## src/rtl/mode_switch_scanner.sv

```systemverilog
// Mode slide-switch front end: 2-flop synchroniser, debounce FSM and one-hot validation.
// Optional build macro MODE_SCAN_HOLD_LAST_EN keeps the last valid request when 000 or a multi-bit pattern is accepted.
module mode_switch_scanner #(
    parameter int unsigned DEBOUNCE_CYCLES = 2_000_000,
    parameter int unsigned CNT_W           = 21
) (
    input  logic       clk,
    input  logic       rst,
    input  logic [2:0] sw_raw,
    output logic [2:0] x_out,
    output logic       mode_valid,
    output logic       mode_changed,
    output logic       err
);

    typedef enum logic {
        SETTLING = 1'b0,
        STABLE   = 1'b1
    } state_t;

    localparam logic [CNT_W-1:0] CNT_LAST = CNT_W'(DEBOUNCE_CYCLES - 1);

    state_t           state;
    logic [2:0]       s1;
    logic [2:0]       s2;
    logic [2:0]       cand;
    logic [CNT_W-1:0] cnt;

    logic             cand_onehot;
    logic             cand_multi;
    logic [2:0]       dec_x;
    logic             dec_valid;

    always_ff @(posedge clk or posedge rst) begin
        if (rst) begin
            s1 <= '0;
            s2 <= '0;
        end else begin
            s1 <= sw_raw;
            s2 <= s1;
        end
    end

    always_comb begin
        cand_onehot = (cand == 3'b001) || (cand == 3'b010) || (cand == 3'b100);
        cand_multi  = (cand != 3'b000) && !cand_onehot;
`ifdef MODE_SCAN_HOLD_LAST_EN
        dec_x     = x_out;
        dec_valid = mode_valid;
        if (cand_onehot) begin
            dec_x     = cand;
            dec_valid = 1'b1;
        end
`else
        dec_x     = cand_onehot ? cand : 3'b000;
        dec_valid = cand_onehot;
`endif
    end

    // A new s2 value always wins over expiry, so a late change can never
    // let the stale candidate through.
    always_ff @(posedge clk or posedge rst) begin
        if (rst) begin
            state        <= SETTLING;
            cand         <= '0;
            cnt          <= '0;
            x_out        <= '0;
            mode_valid   <= 1'b0;
            mode_changed <= 1'b0;
            err          <= 1'b0;
        end else begin
            mode_changed <= 1'b0;
            case (state)
                SETTLING: begin
                    if (s2 != cand) begin
                        cand <= s2;
                        cnt  <= '0;
                    end else if (cnt == CNT_LAST) begin
                        state        <= STABLE;
                        x_out        <= dec_x;
                        mode_valid   <= dec_valid;
                        err          <= cand_multi;
                        mode_changed <= (dec_x != x_out);
                    end else begin
                        cnt <= cnt + 1'b1;
                    end
                end
                STABLE: begin
                    if (s2 != cand) begin
                        state <= SETTLING;
                        cand  <= s2;
                        cnt   <= '0;
                    end
                end
                default: state <= SETTLING;
            endcase
        end
    end

endmodule

```

## config.mk

```make
export PLATFORM = sky130hd
export DESIGN_NAME = mode_switch_scanner
export DESIGN_NICKNAME = d
export VERILOG_FILES = /design/src/rtl/mode_switch_scanner.sv
export SDC_FILE = /design/constraint.sdc
export NUM_CORES = 1
export LEC_CHECK = 0
export ABC_CLOCK_PERIOD_IN_PS = 2170
export CAP_MARGIN = 20
export CORE_UTILIZATION = 45
export CTS_CLUSTER_SIZE = 16
export DETAILED_ROUTE_END_ITERATION = 16
export GPL_TIMING_DRIVEN = 0
export PLACE_DENSITY = 0.7
export SYNTH_ARGS = -nofsm -noshare
export SYNTH_HDL_FRONTEND = slang
export SYNTH_SLANG_ARGS = --single-unit
```

## constraint.sdc

```tcl
create_clock -name clk -period 2.17 [get_ports clk]
set_clock_uncertainty 0.1 [all_clocks]
set_input_delay 0.3255 -clock clk [delete_from_list [all_inputs] [get_ports clk]]
set_output_delay 0.3255 -clock clk [all_outputs]
set_load 0.01 [all_outputs]
```

==> run metrics, run 1 <==
crit path max fanout 5; relative slew slack 55.04%; Peak VDD IR 0.0003831 V; Worst Tran Pin Value 0.6736 ns; DRT iter0 DRCs 84; outcome finished, final reports clean; initial antenna violation count 0; async set-reset flop share out of synthesis 100.0%; sink count of the clock tree 37; die area between 0.004 and 0.005 mm^2; max cap viols 0; pin count of the biggest net entering global routing 23; clock latency on the worst-skew pair 0.30 ns; hold depth 0; Final Hold Vio Count 0; first-pass GRT wire length around 6600 um; site row count 23; WP data arrival between 2 and 2.5 ns; yosys warns 0; reg2reg start cnt[0]$_DFFE_PP0N_; Die Span X 66.80 um; Pwr Total 1.397 mW; Core ar. 0.004029 mm^2; R2R cell count 5; Die Y 66.80 um; GPL Wtd Cong 0.8583; clk slew on worst S/H paths 0.08 ns; # hold bufs at CTS 0; Starting Density 46.89%; FF-to-FF End cnt[20]$_DFFE_PP0N_; Hold EP s2[2]$_DFF_PP0_; Synth area leader dfrtp_1; Total GRT Usage 20.19%; final wirelength 4006 um; DR WL/cell 15.65 um; Via-to-Cell Ratio 5.914; Netlist cell types between 40 and 50; Pwr Density 621.8 mW/mm^2; CP required between 2 and 2.5 ns; Mapped Cells 184; number of synthesized flops with an enable pin 0; synthesis-to-finish area growth 18.94%; min cycle time layout 2.123 ns; synthesized area 0.001889 mm^2; synth cell count leaders 37 x dfrtp_1, 19 x nand2_1, 14 x nor2_1; Ant. Diodes 0; Seq cells post-synth 37; syn avg cell area 10.27 um^2; crit start category flip-flop; Final Util 55.78%; CTS tree built; Final Max Slew Viols 0; number of global-route vias before repair 1,493; Final Non-Filler Cells 256; number of I/O pins 11; Worst setup EP type flip-flop; final setup margin 0.04742 ns; share of layout cells above drive strength 1 16.50%; count leader, synth dfrtp_1; total CTS buffers 5; syn nets 190; main area contributors after synthesis dfrtp_1 49%, nand2_1 3.8%, mux2i_1 3.7%; Setup Viol. Count Final 0; Fmax 471.1 MHz; Leak 0.9250 nW; fin nets 211; FF-to-FF setup slack 0.05 ns; ys flop type dfrtp_1; HP Class reg -> reg; post-synthesis sequential area ratio 49.01%; Inst Count DP ~250; 1st-pass router iterations 5; worst hold start s1[2]$_DFF_PP0_; grt ovf 0; pre-CTS WS -0.09854 ns; Root Buffer Master clkbuf_8; area share of the largest cell type after synthesis between 40% and 50%; Clock Path Buffers 2; via count 1,514; post-route ant nets 0; critical path class reg -> reg; fin crit share 97.81%; dpl hpwl 2701 um; DRC 0; WHS roughly 0.25 ns; H-tree levels 2; Port Buf Inserts 10
[area by class of cell]
class | instances | area, um^2
Fill cell | 348 | 1782
Multi-Input combinational cell | 132 | 929.6
Sequential cell | 37 | 925.9
Timing Repair Buffer | 15 | 157.7
Clock buffer | 5 | 68.82
Tap cell | 50 | 62.56
Clock inverter | 3 | 46.29
Buffer | 8 | 33.78
Inverter | 6 | 22.52
[metal layers]
layer / up-vias / routed length [um] / track usage, %
met5: - / 0 / 0
met4: 0 / 78 / 9.309
met3: 12 / 228 / 5.308
met2: 46 / 1839 / 30.93
met1: 746 / 1859 / 26.41
li1: 710 / - / -
[state kept, by name, summed over array words and instances, names as in the netlist]
signal	cells
s1	3
cand	3
x_out	3
err	1
mode_changed	1
s2	3
state	1
mode_valid	1
cnt	21
[cells in the final DEF, fill, tap and decap left out, drive strengths merged, types with 2 or more instances in the layout]
master	synthesis	layout
mux2i	7	7
nor4b	2	2
nand2	19	19
clkbuf	6	11
mux2	5	5
nand2b	7	7
or3	3	3
xor2	3	3
a2111o	2	2
nand3	7	7
or4	5	5
o31ai	3	3
nor2	14	14
nor3	5	5
nor4	7	7
inv	6	6
clkdlybuf4s50	0	10
dfrtp	37	37
a211oi	3	3
nand4b	3	3
a31oi	2	2
nand3b	3	3
xnor2	4	4
a21oi	6	6
nand4	4	4
nor3b	2	2
buf	3	7
and4	2	2
o21ai	7	7
[worst max-delay path: stages (launching register included)]
cell and delay [ns]:
dfrtp_1 0.42, ha_2 0.24, nand4b_1 0.21, or3_4 0.46
or4_1 0.47, a21oi_1 0.14
[power breakdown]
part / internal (mW) / switching [mW] / total [mW]
logic: 0.0302 / 0.0500 / 0.0802
clock network: 0.344 / 0.265 / 0.609
registers: 0.699 / 0.00875 / 0.708
[worst max-delay path by stage]
stage / slack (ns) / startpoint / cells after the start / to
floorplan: 0.20 / cnt[0]$_DFFE_PP0N_ / 5 / err$_DFFE_PP0P_
global placement: -0.05 / cnt[0]$_DFFE_PP0N_ / 5 / mode_valid$_DFFE_PP0P_
detailed placement: -0.1 / cnt[0]$_DFFE_PP0N_ / 5 / x_out[1]$_DFFE_PP0P_
CTS: 0.003 / cnt[0]$_DFFE_PP0N_ / 5 / cnt[20]$_DFFE_PP0N_
global route: -0.05 / cnt[0]$_DFFE_PP0N_ / 5 / cnt[20]$_DFFE_PP0N_
finish: 0.05 / cnt[0]$_DFFE_PP0N_ / 5 / cnt[20]$_DFFE_PP0N_
[what timing repair did]
item | CTS | global route
pin swaps | 1 | 0
setup buffers | 2 | 2
gates resized for setup | 0 | 8
hold endpoints to repair | 0 | 0
endpoints found under the setup margin | 4 | 18
[cells by family after synthesis]
logic type / count (synthesis) / share of synthesized area [%]
compound gates: 26 / 8.940
xor+xnor: 7 / 3.245
flops: 37 / 49.01
simple gates: 86 / 28.34
buf+inv: 15 / 3.112
fa+ha+maj: 1 / 0.6621
mux: 12 / 6.689
[through the flow]
| step | TNS (ns) | area [um^2] |
|---|---|---|
| final | 0 | 2247 |
| after global routing | -0.04975 | 2247 |
| after CTS | 0 | 2210 |
| after detailed placement | -0.3656 | 2079 |
| after global placement | -0.1735 | 2052 |
| after floorplan | 0 | 1889 |
Note: power is estimated with default switching activity, not from simulation.
==> inputs of run 2 (changes only) <==
GPL_TIMING_DRIVEN = not set   (was 0)
==> run 2 against run 1 <==
Effect of this change: core utilization shrank 0.99 points; sequential share of layout area rose by 0.75 points; final area is 1.8% lower; sequential cell count did not move; count of clock-buffer cells in the layout unchanged; worst setup slack gained 0.065 ns; highest routed layer unchanged; sequential power about the same.
==> run metrics, run 2 (same netlist as run 1, synthesis figures left out) <==
Final Hold Vio Count 0 (unchanged); pin count of the biggest net entering global routing 38 (+65%); Root Buffer Master clkbuf_8; site row count 23 (unchanged); die area 0.004462 mm^2 (unchanged); Clock Path Buffers 2 (unchanged); dpl hpwl 2705 um (+0.14%); Clk pwr share 48.4% (+4.8 points); final setup TNS 0 ns (unchanged); Largest register FFs 21 (unchanged); DRT iter0 DRCs 45 (-46%); min cycle time layout 2.058 ns (-0.06505 ns); fin crit share 94.82% (-3.0 points); Switching Power 0.3200 mW (-1.3%); via count 1,438 (-5.0%); H-tree levels 2 (unchanged); DRC 0 (unchanged); Starting Density 46.89% (unchanged); most common cell after layout, fill and taps aside dfrtp_1; relative slew slack 63.63% (+8.6 points); Die Span X 66.80 um (unchanged); Leak 0.9195 nW (-0.59%); CP required 2.29 ns (about the same); CP max-delay cell or4_1; Final Max Slew Viols 0 (unchanged); outcome finished, final reports clean; crit-path max cell delay 0.57 ns (+0.10 ns); grt ovf 0 (unchanged); # hold bufs at CTS 0 (unchanged); DR WL/cell 15.27 um (-2.4%); 1st-pass router iterations 4 (-1); switching share of power 21.24% (-2.0 points); max cap viols 0 (unchanged); crit-path cells ha_1 > nand3_1 > or4_1 > a211oi_1 > mux2i_1; final wirelength 3817 um (-4.7%); sink count of the clock tree 37 (unchanged); crit path max fanout 5 (unchanged); Comb power frac 4.5% (-1.2 points); Pwr Density 682.6 mW/mm^2 (+9.8%); post-route ant nets 0 (unchanged); number of global-route vias before repair 1,436 (-3.8%); fillers 365 (+4.9%); Worst Tran Pin Value 0.5441 ns (-0.1295 ns); Die Y 66.80 um (unchanged); cell-internal power 1.187 mW (+11%); RSZ-0062 raised after global routing no; critical path class reg -> reg; clock latency on the worst-skew pair 0.29 ns (about the same); share of layout cells above drive strength 1 14.00% (-2.5 points); fin nets 205 (-2.8%); FF-to-FF End cnt[14]$_DFFE_PP0N_; first-pass GRT wire length 6479 um (-2.0%); Setup crit end cnt[14]$_DFFE_PP0N_; Total GRT Usage 19.73% (-0.46 points); reg2reg start cnt[0]$_DFFE_PP0N_; CTS tree built; HP Class reg -> reg; highest-count cells in the layout ignoring fill and taps 37 x dfrtp_1, 19 x nand2_1, 14 x nor2_1, 10 x clkdlybuf4s50_1; Setup Viol. Count Final 0 (unchanged); WP data arrival 2.17 ns (-0.08 ns); Reg with most FFs cnt; Core ar. 0.004029 mm^2 (unchanged); crit start category flip-flop; GPL Wtd Cong 0.8482 (-1.2%); Final Util 54.78% (-0.99 points); R2R cell count 5 (unchanged); worst setup path startpoint cnt[0]$_DFFE_PP0N_; clk slew on worst S/H paths 0.08 ns (about the same); Peak VDD IR 0.0003762 V (-1.8%); total CTS buffers 5 (unchanged); Fmax 486.0 MHz (+3.2%); Seq pwr share 47.1% (-3.6 points); FF-to-FF setup slack 0.11 ns (+0.07 ns); Worst setup EP type flip-flop; synthesis-to-finish area growth 16.82%; Via-to-Cell Ratio 5.752 (-2.7%); Ant. Diodes 0 (unchanged); Port Buf Inserts 10 (unchanged); number of I/O pins 11 (unchanged); WHS 0.2536 ns (-0.0003470 ns); initial antenna violation count 0 (unchanged)
## run 2: metrics by stage
step,power [mW],cells,worst slack (ns),area [um^2]
after floorplan,0.7691,184,0.2036,1889
after global placement,0.7874,242,0.2105,2068
after detailed placement,0.7931,242,0.1307,2068
after CTS,1.514,250,0.1027,2206
after global routing,1.550,250,0.01211,2207
final,1.507,250,0.1125,2207
## run 2: cell type report
class / count / area [um^2] / share of cell area [%]
Timing Repair Buffer: 17 / 152.6 / 6.916
Tap cell: 50 / 62.56 / 2.834
Multi-Input combinational cell: 132 / 905.9 / 41.04
Inverter: 6 / 22.52 / 1.020
Clock inverter: 3 / 68.82 / 3.118
Clock buffer: 5 / 68.82 / 3.118
Sequential cell: 37 / 925.9 / 41.95
## run 2: worst min path at each step
stage / startpoint / to / slack [ns] / cells past startpoint
finish: s1[0]$_DFF_PP0_ / s2[0]$_DFF_PP0_ / 0.25 / 0
global route: s1[0]$_DFF_PP0_ / s2[0]$_DFF_PP0_ / 0.26 / 0
CTS: s1[0]$_DFF_PP0_ / s2[0]$_DFF_PP0_ / 0.26 / 0
detailed placement: s1[0]$_DFF_PP0_ / s2[0]$_DFF_PP0_ / 0.24 / 0
global placement: s1[1]$_DFF_PP0_ / s2[1]$_DFF_PP0_ / 0.23 / 0
floorplan: s1[0]$_DFF_PP0_ / s2[0]$_DFF_PP0_ / 0.23 / 0
## run 2: critical path: cells and delay by family, from the launching register on
family | cells | cell delay [ns]
compound gates | 1 | 0.27
mux | 1 | 0.21
fa+ha+maj | 1 | 0.22
flops | 1 | 0.42
simple gates | 2 | 0.76
## run 2: power groups by stage
stage	Sequential, mW	Clock [mW]	Combinational, mW
finish	0.710	0.729	0.0676
global route	0.712	0.762	0.0769
CTS	0.710	0.734	0.0701
detailed placement	0.724	0	0.0693
global placement	0.722	0	0.0654
floorplan	0.720	0	0.0496
## run 2: what timing repair did
item | 4_1_cts | 5_1_grt
setup endpoints to repair | 0 | 1
setup buffers | 0 | 0
gates resized for setup | 0 | 1
## run 2: layer usage
layer / track usage [%] / routed length (um) / vias up
li1: - / - / 694
met1: 23.97 / 1729 / 710
met2: 32.70 / 1883 / 29
met3: 5.137 / 163 / 5
met4: 8.511 / 41 / 0
met5: 0 / 0 / -
